### src/rtl/cpu_bus_pkg.sv
// Shared definitions for the CPU bus stages: state encoding and default
// address-decode, fill and timeout values.
package cpu_bus_pkg;

    typedef enum logic [1:0] {
        StIdle,
        StMemWait,
        StIoWait
    } bus_state_e;

    localparam logic [7:0]  IO_PAGE_DEFAULT    = 8'h90;
    localparam logic [7:0]  IO_FILL_DEFAULT    = 8'hFF;
    localparam int unsigned IO_TIMEOUT_DEFAULT = 16;

    function automatic logic is_io_page(input logic [15:0] addr, input logic [7:0] page);
        return addr[15:8] == page;
    endfunction

endpackage

### src/rtl/bus_timeout_timer.sv
// Cycle counter for a pending bus access; o_expire flags the last allowed
// cycle so the owner can abort on that edge.
module bus_timeout_timer #(
    parameter int unsigned IO_TIMEOUT = 16
) (
    input  logic i_clk,
    input  logic i_reset,
    input  logic i_clear,
    input  logic i_enable,
    output logic o_expire
);

    localparam int unsigned W = (IO_TIMEOUT > 2) ? $clog2(IO_TIMEOUT) : 1;

    logic [W-1:0] r_count;

    always_ff @(posedge i_clk or posedge i_reset) begin
        if (i_reset) begin
            r_count <= '0;
        end else if (i_clear) begin
            r_count <= '0;
        end else if (i_enable) begin
            r_count <= r_count + 1'b1;
        end
    end

    assign o_expire = i_enable && (r_count == W'(IO_TIMEOUT - 1));

endmodule

### src/rtl/cpu_bus_bridge.sv
// Turns single-cycle CPU read/write pulses into held req/ack transactions on
// a memory port or an IO port, with an abort timer on the IO side.
module cpu_bus_bridge
    import cpu_bus_pkg::*;
#(
    parameter logic [7:0]  IO_PAGE    = IO_PAGE_DEFAULT,
    parameter int unsigned IO_TIMEOUT = IO_TIMEOUT_DEFAULT,
    parameter logic [7:0]  IO_FILL    = IO_FILL_DEFAULT
) (
    input  logic        i_clk,
    input  logic        i_reset,
    input  logic [15:0] i_cpu_addr,
    input  logic        i_cpu_rd_req,
    input  logic        i_cpu_wr_en,
    input  logic [7:0]  i_cpu_wr_data,
    output logic [7:0]  o_cpu_rd_data,
    output logic        o_cpu_ready,
    output logic [15:0] o_mem_addr,
    output logic        o_mem_req,
    output logic        o_mem_we,
    output logic [7:0]  o_mem_wdata,
    input  logic [7:0]  i_mem_rdata,
    input  logic        i_mem_ack,
    output logic [7:0]  o_io_addr,
    output logic        o_io_req,
    output logic        o_io_we,
    output logic [7:0]  o_io_wdata,
    input  logic [7:0]  i_io_rdata,
    input  logic        i_io_ack,
    output logic        o_timeout_pulse,
    output logic [7:0]  o_timeout_count,
    output logic        o_busy_err
);

    bus_state_e  r_state, w_state_next;
    logic [15:0] r_addr, w_addr_next;
    logic        r_we, w_we_next;
    logic [7:0]  r_wdata, w_wdata_next;
    logic [7:0]  r_rd_data, w_rd_data_next;
    logic        r_ready, w_ready_next;
    logic        r_mem_req, w_mem_req_next;
    logic        r_io_req, w_io_req_next;
    logic        r_timeout_pulse, w_timeout_pulse_next;
    logic [7:0]  r_timeout_count, w_timeout_count_next;
    logic        r_busy_err, w_busy_err_next;
    logic        w_request;
    logic        w_io_expire;

    assign w_request = i_cpu_rd_req | i_cpu_wr_en;

    bus_timeout_timer #(
        .IO_TIMEOUT (IO_TIMEOUT)
    ) u_io_timer (
        .i_clk    (i_clk),
        .i_reset  (i_reset),
        .i_clear  (r_state != StIoWait),
        .i_enable (r_state == StIoWait),
        .o_expire (w_io_expire)
    );

    always_comb begin
        w_state_next         = r_state;
        w_addr_next          = r_addr;
        w_we_next            = r_we;
        w_wdata_next         = r_wdata;
        w_rd_data_next       = r_rd_data;
        w_ready_next         = r_ready;
        w_mem_req_next       = r_mem_req;
        w_io_req_next        = r_io_req;
        w_timeout_pulse_next = 1'b0;
        w_timeout_count_next = r_timeout_count;
        w_busy_err_next      = 1'b0;

        case (r_state)
            StIdle: begin
                if (w_request) begin
                    // A simultaneous read and write resolves to the write.
                    w_addr_next  = i_cpu_addr;
                    w_we_next    = i_cpu_wr_en;
                    w_wdata_next = i_cpu_wr_data;
                    w_ready_next = 1'b0;
                    if (is_io_page(i_cpu_addr, IO_PAGE)) begin
                        w_io_req_next = 1'b1;
                        w_state_next  = StIoWait;
                    end else begin
                        w_mem_req_next = 1'b1;
                        w_state_next   = StMemWait;
                    end
                end
            end
            StMemWait: begin
                w_busy_err_next = w_request;
                if (i_mem_ack) begin
                    w_mem_req_next = 1'b0;
                    w_ready_next   = 1'b1;
                    w_state_next   = StIdle;
                    if (!r_we) w_rd_data_next = i_mem_rdata;
                end
            end
            StIoWait: begin
                w_busy_err_next = w_request;
                // Ack is checked first so it beats a timeout on the same edge.
                if (i_io_ack) begin
                    w_io_req_next = 1'b0;
                    w_ready_next  = 1'b1;
                    w_state_next  = StIdle;
                    if (!r_we) w_rd_data_next = i_io_rdata;
                end else if (w_io_expire) begin
                    w_io_req_next        = 1'b0;
                    w_ready_next         = 1'b1;
                    w_state_next         = StIdle;
                    w_timeout_pulse_next = 1'b1;
                    if (!r_we) w_rd_data_next = IO_FILL;
                    if (r_timeout_count != 8'hFF) begin
                        w_timeout_count_next = r_timeout_count + 8'd1;
                    end
                end
            end
            default: begin
                w_state_next = StIdle;
            end
        endcase
    end

    always_ff @(posedge i_clk or posedge i_reset) begin
        if (i_reset) begin
            r_state         <= StIdle;
            r_addr          <= '0;
            r_we            <= 1'b0;
            r_wdata         <= '0;
            r_rd_data       <= '0;
            r_ready         <= 1'b1;
            r_mem_req       <= 1'b0;
            r_io_req        <= 1'b0;
            r_timeout_pulse <= 1'b0;
            r_timeout_count <= '0;
            r_busy_err      <= 1'b0;
        end else begin
            r_state         <= w_state_next;
            r_addr          <= w_addr_next;
            r_we            <= w_we_next;
            r_wdata         <= w_wdata_next;
            r_rd_data       <= w_rd_data_next;
            r_ready         <= w_ready_next;
            r_mem_req       <= w_mem_req_next;
            r_io_req        <= w_io_req_next;
            r_timeout_pulse <= w_timeout_pulse_next;
            r_timeout_count <= w_timeout_count_next;
            r_busy_err      <= w_busy_err_next;
        end
    end

    assign o_cpu_rd_data   = r_rd_data;
    assign o_cpu_ready     = r_ready;
    assign o_mem_addr      = r_addr;
    assign o_mem_req       = r_mem_req;
    assign o_mem_we        = r_we;
    assign o_mem_wdata     = r_wdata;
    assign o_io_addr       = r_addr[7:0];
    assign o_io_req        = r_io_req;
    assign o_io_we         = r_we;
    assign o_io_wdata      = r_wdata;
    assign o_timeout_pulse = r_timeout_pulse;
    assign o_timeout_count = r_timeout_count;
    assign o_busy_err      = r_busy_err;

endmodule

### config.mk
export PLATFORM = sky130hd
export DESIGN_NAME = cpu_bus_bridge
export DESIGN_NICKNAME = d
export VERILOG_FILES = /design/src/rtl/cpu_bus_pkg.sv /design/src/rtl/bus_timeout_timer.sv /design/src/rtl/cpu_bus_bridge.sv
export SDC_FILE = /design/constraint.sdc
export NUM_CORES = 1
export LEC_CHECK = 0
export CAP_MARGIN = 15
export CORE_MARGIN = 1.5
export CORE_UTILIZATION = 42
export DETAILED_ROUTE_END_ITERATION = 8
export PLACE_DENSITY = 0.87
export RECOVER_POWER = 25
export SYNTH_ARGS = -nofsm -noshare
export SYNTH_HDL_FRONTEND = slang
export SYNTH_HIERARCHICAL = 1
export SYNTH_SLANG_ARGS = --single-unit
### constraint.sdc
create_clock -name i_clk -period 2.83 [get_ports i_clk]
set_input_delay 0.849 -clock i_clk [delete_from_list [all_inputs] [get_ports i_clk]]
set_output_delay 0.849 -clock i_clk [all_outputs]
set_load 0.005 [all_outputs]
After elaboration in Yosys (flattened, before gate mapping)
Cells that the tools add are included.
- output and inout port bits: 63
- word-level logic and storage cells: 77
- input bits: 46
- register bits after elaboration: 52
- RAM bits: 0
- memories: 0
- latch bits: 0
- bits in read-only memories: 0
- equal/unequal tests: 13
- divide/modulo/power cells: 0
- mux-type cells: 33
- $add $sub $neg: 2
- multipliers: 0
- bitwise logic cells: 2
- reduce and logical (&&, ||, !) cells: 15
- order comparisons: 0
- shifts and indexed selects: 0
- operators by type and width (cell ; count):
    $mux 8 ; 6
    $pmux 8 s2 ; 1
    $reduce_and 4->1 ; 4
    $mux 1 ; 15
    $ne 2x2->1 const B ; 7
    $mux 2 ; 5
    $add 8x1->8 const B ; 1
    $eq 8x8->1 const B ; 1
    $mux 4 ; 2
    $ne 8x8->1 const B ; 1
    $reduce_bool 2->1 ; 4
    $pmux 2 s3 ; 1
    $reduce_and 5->1 ; 1
    $add 4x1->4 const B ; 1
    $eq 4x4->1 const B ; 1
    $pmux 1 s2 ; 2
    $ne 3x3->1 const B ; 1
    $pmux 1 s3 ; 1
    $reduce_and 3->1 ; 1
    $reduce_bool 3->1 ; 1
    $eq 2x1->1 const B ; 1
    $eq 2x2->1 const B ; 1
    $logic_not 2->1 ; 1
    $reduce_and 2->1 ; 1
    other kinds (4) ; 4

Depth between registers and ports, before layout
- depth after elaboration: 5
- depth in mapped cells: 10
- depth with buffers taken out: 7

By module
The synthesis kept the hierarchy.
- modules (own cells, without submodules) (module ; area an instance (um2) ; times used ; cells each):
    cpu_bus_bridge ; 2294.7 ; 1 ; 192
    bus_timeout_timer ; 231.5 ; 1 ; 19

Worst setup path after synthesis
OpenSTA, ideal clock, no wires.
- path kind: register to register
- start point: register r_state[0]
- end point: register r_timeout_count[5] (netlist: o_timeout_count[5])
- period minus slack after synthesis: 2.074 ns
- setup slack: 0.756 ns
- buffers on the path: 2
- arrival: 1.949 ns
- required time: 2.705 ns
- stages on the path, launching flop included: 10
- library setup time: 0.125 ns
- cells stage by stage: dfrtp_1 -> inv_1 -> ha_1 -> buf_6 -> and4_1 -> and3b_1 -> clkbuf_2 -> and4_4 -> nand3_2 -> mux2_4
- cells in the longest elaborated chain, start to end: 3
- RTL lines (element ; RTL line ; source):
    start, declared ; cpu_bus_bridge.sv:35 ; bus_state_e r_state, w_state_next;
    start signal, assigned ; cpu_bus_bridge.sv:127 ; r_state <= StIdle;
    start signal, assigned ; cpu_bus_bridge.sv:139 ; r_state <= w_state_next;
    $eq 2x2->1 ; cpu_bus_bridge.sv:57 ; .i_enable (r_state == StIoWait),
    $logic_and 1x1->1 ; bus_timeout_timer.sv:27 ; assign o_expire = i_enable && (r_count == W'(IO_TIMEOUT - 1));
    via w_io_expire ; cpu_bus_bridge.sv:47 ; logic w_io_expire;
    $reduce_and 4->1 (no line) ; - ;
    end signal, assigned ; cpu_bus_bridge.sv:148 ; r_timeout_count <= w_timeout_count_next;
    end, declared ; cpu_bus_bridge.sv:44 ; logic [7:0] r_timeout_count, w_timeout_count_next;
The timed path passes the listed nets, and every way through them passes these cells.
A chain may end at the register's enable or synchronous reset.

==> summary.md <==
| Metric | Value |
|---|---|
| Hold Path Stages | 1 |
| Clk slew on worst S/H paths | 0.09 ns |
| Vias in the first global route | 1857 |
| Setup TNS | 0 ns |
| DR vias/cell | 5.031 |
| Initial antenna violation count | 0 |
| Share of layout cells above drive strength 1 | 15.69% |
| Syn-to-layout area delta | 43.98% |
| Fin. Hold Viols | 0 |
| Number of synthesized flops with an enable pin | 0 |
| XOR/XNOR Fraction of Synth Area | 1.387% |
| CP max stage delay | 0.70 ns |
| Final ANT Viol Nets | 0 |
| Critical Path Fanout Max | 24 |
| Seq/Total Area, Yosys | 51.56% |
| CTS Root Cell | clkbuf_8 |
| # IOs | 109 |
| Total Wirelength | 5550 um |
| FF+latch area | 1303 um2 |
| Worst R2R Path Depth | 7 |
| Synthesized instance count | 211 |
| Die W | 80.56 um |
| Die Y | 80.56 um |
| Max-slew violations | 0 |
| Mapped Area | 2526 um2 |
| First-pass DRT Iterations | 5 |
| Seq pwr share | 39.2% |
| Routability cong. | 0.9195 |
| Static Leakage | 1.540 nW |
| WL per Instance | 14.57 um |
| Yosys top cell area share | 50.52% |
| Final critical-path required period | 2.343 ns |
| Ys async rst share | 100.0% |
| Antenna cells | 0 |
| Synth cell types | 43 |
| Critical path data arrival time | 2.72 ns |
| Largest net degree at the start of global routing | 25 |
| Synth warn | 6 |
| Dpl hpwl | 4339 um |
| Fin nets | 359 |
| Biggest area consumer among synthesized cells | dfrtp_1 |
| DRT iter0 DRCs | 114 |
| Max Root-Sink Buffers | 2 |
| Status | complete, no violations |
| Main combinational cell family by area after synthesis | multiplexers |
| Yosys reg bits | 52 |
| Post-synthesis compound-gate area fraction | 8.668% |
| Num rows | 28 |
| Worst slew pin tran | 0.9615 ns |
| Multi-input logic area | 1021 um2 |
| CP endpoint kind | asynchronous set/reset pin |
| Critical path startpoint category | primary input |
| Int Power | 2.168 mW |
| Clock power frac | 13.1% |
| Fmax | 426.8 MHz |
| Clock latency on the worst-skew pair | 0.30 ns |
| DRC viols | 0 |
| Power, Total | 3.042 mW |
| Initial core utilization | 43.18% |
| Post-synth top flop | dfrtp_1 |
| Pwr/cell area | 836.4 nW/um2 |
| P_sw | 0.8747 mW |
| H-tree Lvls | 2 |
| Critical-path cell list | dlygate4sd3_1 > inv_1 > clkbuf_1 |
| Worst relative slew slack | 35.83% |
| TritonCTS clock tree | yes |
| Resized Gates After CTS | 0 |
| CP required | 3.20 ns |
| Max-cap violations | 0 |
| Setup Fix Bufs, Post-CTS | 0 |
| Die area | 6489 um2 |
| CTS Buf Count | 5 |
| GRT Total Usage | 17.69% |
| Fill cell count | 465 |
| Max VDD drop | 0.0004883 V |
| Final setup vio count | 0 |
| IO Port Bufs | 108 |
| Clock Sinks | 52 |
| CP max-delay cell | inv_1 |
| Synth Area in Simple Gates | 13.13% |
| Mux share of post-synthesis cell area | 13.77% |
| Ranking of synthesized cells by area | dfrtp_1, mux2_2, buf_4 |
| Net Sw Frac | 28.75% |
| Total grt overflow | 0 |
| Fin crit share | 82.79% |
| Comb pwr share | 47.7% |
| Routed via count | 1917 |
| Core Region | 5851 um2 |
| Adder-cell share of the synthesized area | 3.467% |
| CP Class | in2async |
| Hold crit path type | reg2reg |
| First-pass GRT wire length | 8735 um |
| Synthesized Nets | 264 |
| Avg Cell Area, Syn | 11.97 um2 |
| RSZ-0062 raised after global routing | false |
| Skew final | 0.005842 ns |
| Hold-fix buffers, CTS | 0 |
## metrics by stage
stage	utilization (%)	hold slack [ns]	setup WS (ns)	instance area [um2]	cells
after floorplan	-	0.5042	0.7556	2526	211
after global placement	60.91	0.4959	0.3025	3563	374
after detailed placement	60.91	0.4918	0.1739	3563	374
after CTS	62.30	0.5138	0.4887	3645	381
after global routing	62.17	0.5289	0.2177	3637	381
final	62.17	0.5110	0.4871	3637	381
## final timing paths
| path | startpoint | to | slack, ns |
|---|---|---|---|
| max in group i_clk | r_state[0]$_DFFE_PP0P_ | o_timeout_count[5]$_DFFE_PP0P_ | 0.49 |
| setup / recovery | i_reset | r_state[0]$_DFFE_PP0P_ | 0.49 |
| hold reg to reg | o_mem_addr[15]$_DFFE_PP0P_ | o_mem_addr[15]$_DFFE_PP0P_ | 0.51 |
| hold / removal | o_mem_addr[15]$_DFFE_PP0P_ | o_mem_addr[15]$_DFFE_PP0P_ | 0.51 |
| min in group asynchronous | i_reset | u_io_timer/r_count[1]$_DFFE_PP0P_ | 0.89 |
| setup reg to reg | r_state[0]$_DFFE_PP0P_ | o_timeout_count[5]$_DFFE_PP0P_ | 0.49 |
## Yosys cell counts (2+ instances only)
cell type  number
nor4b_1         2
nor2b_1         4
a21oi_1         5
xnor2_1         4
inv_1           6
nand2_1        19
nor2_1          8
o21ai_0         5
nand3b_1        2
buf_2           2
nor3_1          3
nand3_2         2
buf_6           3
o22ai_1        16
buf_4          17
ha_1            7
mux2_2         26
mux2_4          3
dfrtp_1        51
nand3_1         3
## per-layer routing
| layer | wire, um | share of wire [%] | vias to the layer above | global-route usage, % |
|---|---|---|---|---|
| li1 | - | - | 918 | - |
| met1 | 2264 | 41 | 924 | 21.26 |
| met2 | 2884 | 52 | 69 | 31.34 |
| met3 | 337 | 6.1 | 6 | 4.091 |
| met4 | 63 | 1.1 | 0 | 5.172 |
| met5 | 0 | 0 | - | 0 |
## registers in the layout, summed over array words and instances, names as in the netlist
register and cells:
o_busy_err 1, o_timeout_pulse 1, r_state 2, o_io_we 1, o_io_wdata 8, o_timeout_count 8
o_mem_addr 16, u_io_timer/r_count 4, o_io_req 1, o_mem_req 1, o_cpu_ready 1, o_cpu_rd_data 8
## area by class of cell
cell class / count / area share [%]
clock buffers: 5 / 1.892
repair buffers: 112 / 30.68
well taps: 75 / 2.580
clock inverters: 2 / 0.3440
multi-input cells: 129 / 28.07
inverters: 6 / 0.6192
flip-flops and latches: 52 / 35.81
## power by group through the flow
stage | combinational (mW) | clock (mW) | sequential (mW)
global route | 1.56 | 0.451 | 1.23
floorplan | 0.679 | 0 | 1.21
CTS | 1.47 | 0.419 | 1.19
detailed placement | 1.47 | 0 | 1.21
finish | 1.45 | 0.400 | 1.19
global placement | 1.44 | 0 | 1.19
## cells in the final DEF (no fill, tap or decap), types with 2 or more instances in the layout
master           count
clkbuf_8             5
nor2_1               8
o22ai_1             16
a21oi_1              5
mux2_4               3
clkbuf_1             2
xnor2_1              4
nor4b_1              2
inv_1                6
dlygate4sd3_1        2
nand3_2              2
mux2_2              26
nor3_1               3
nor2b_1              4
ha_1                 7
nand2_1             19
nand3b_1             2
clkdlybuf4s50_1    106
o21ai_0              5
nand3_1              3
dfrtp_1             51
## critical path: cells and delay by family
kind,cells,cell delay (ns)
buf+inv,3,1.84
## kinds of logic after synthesis
group | Yosys count
AOI/OAI and AO/OA | 34
DFF | 52
buffers and inverters | 30
xor gates and xnor gates | 4
and+or+nand+nor | 54
adders and majority gates | 7
muxes | 30
No activity file was read; power rests on OpenSTA's default activity.
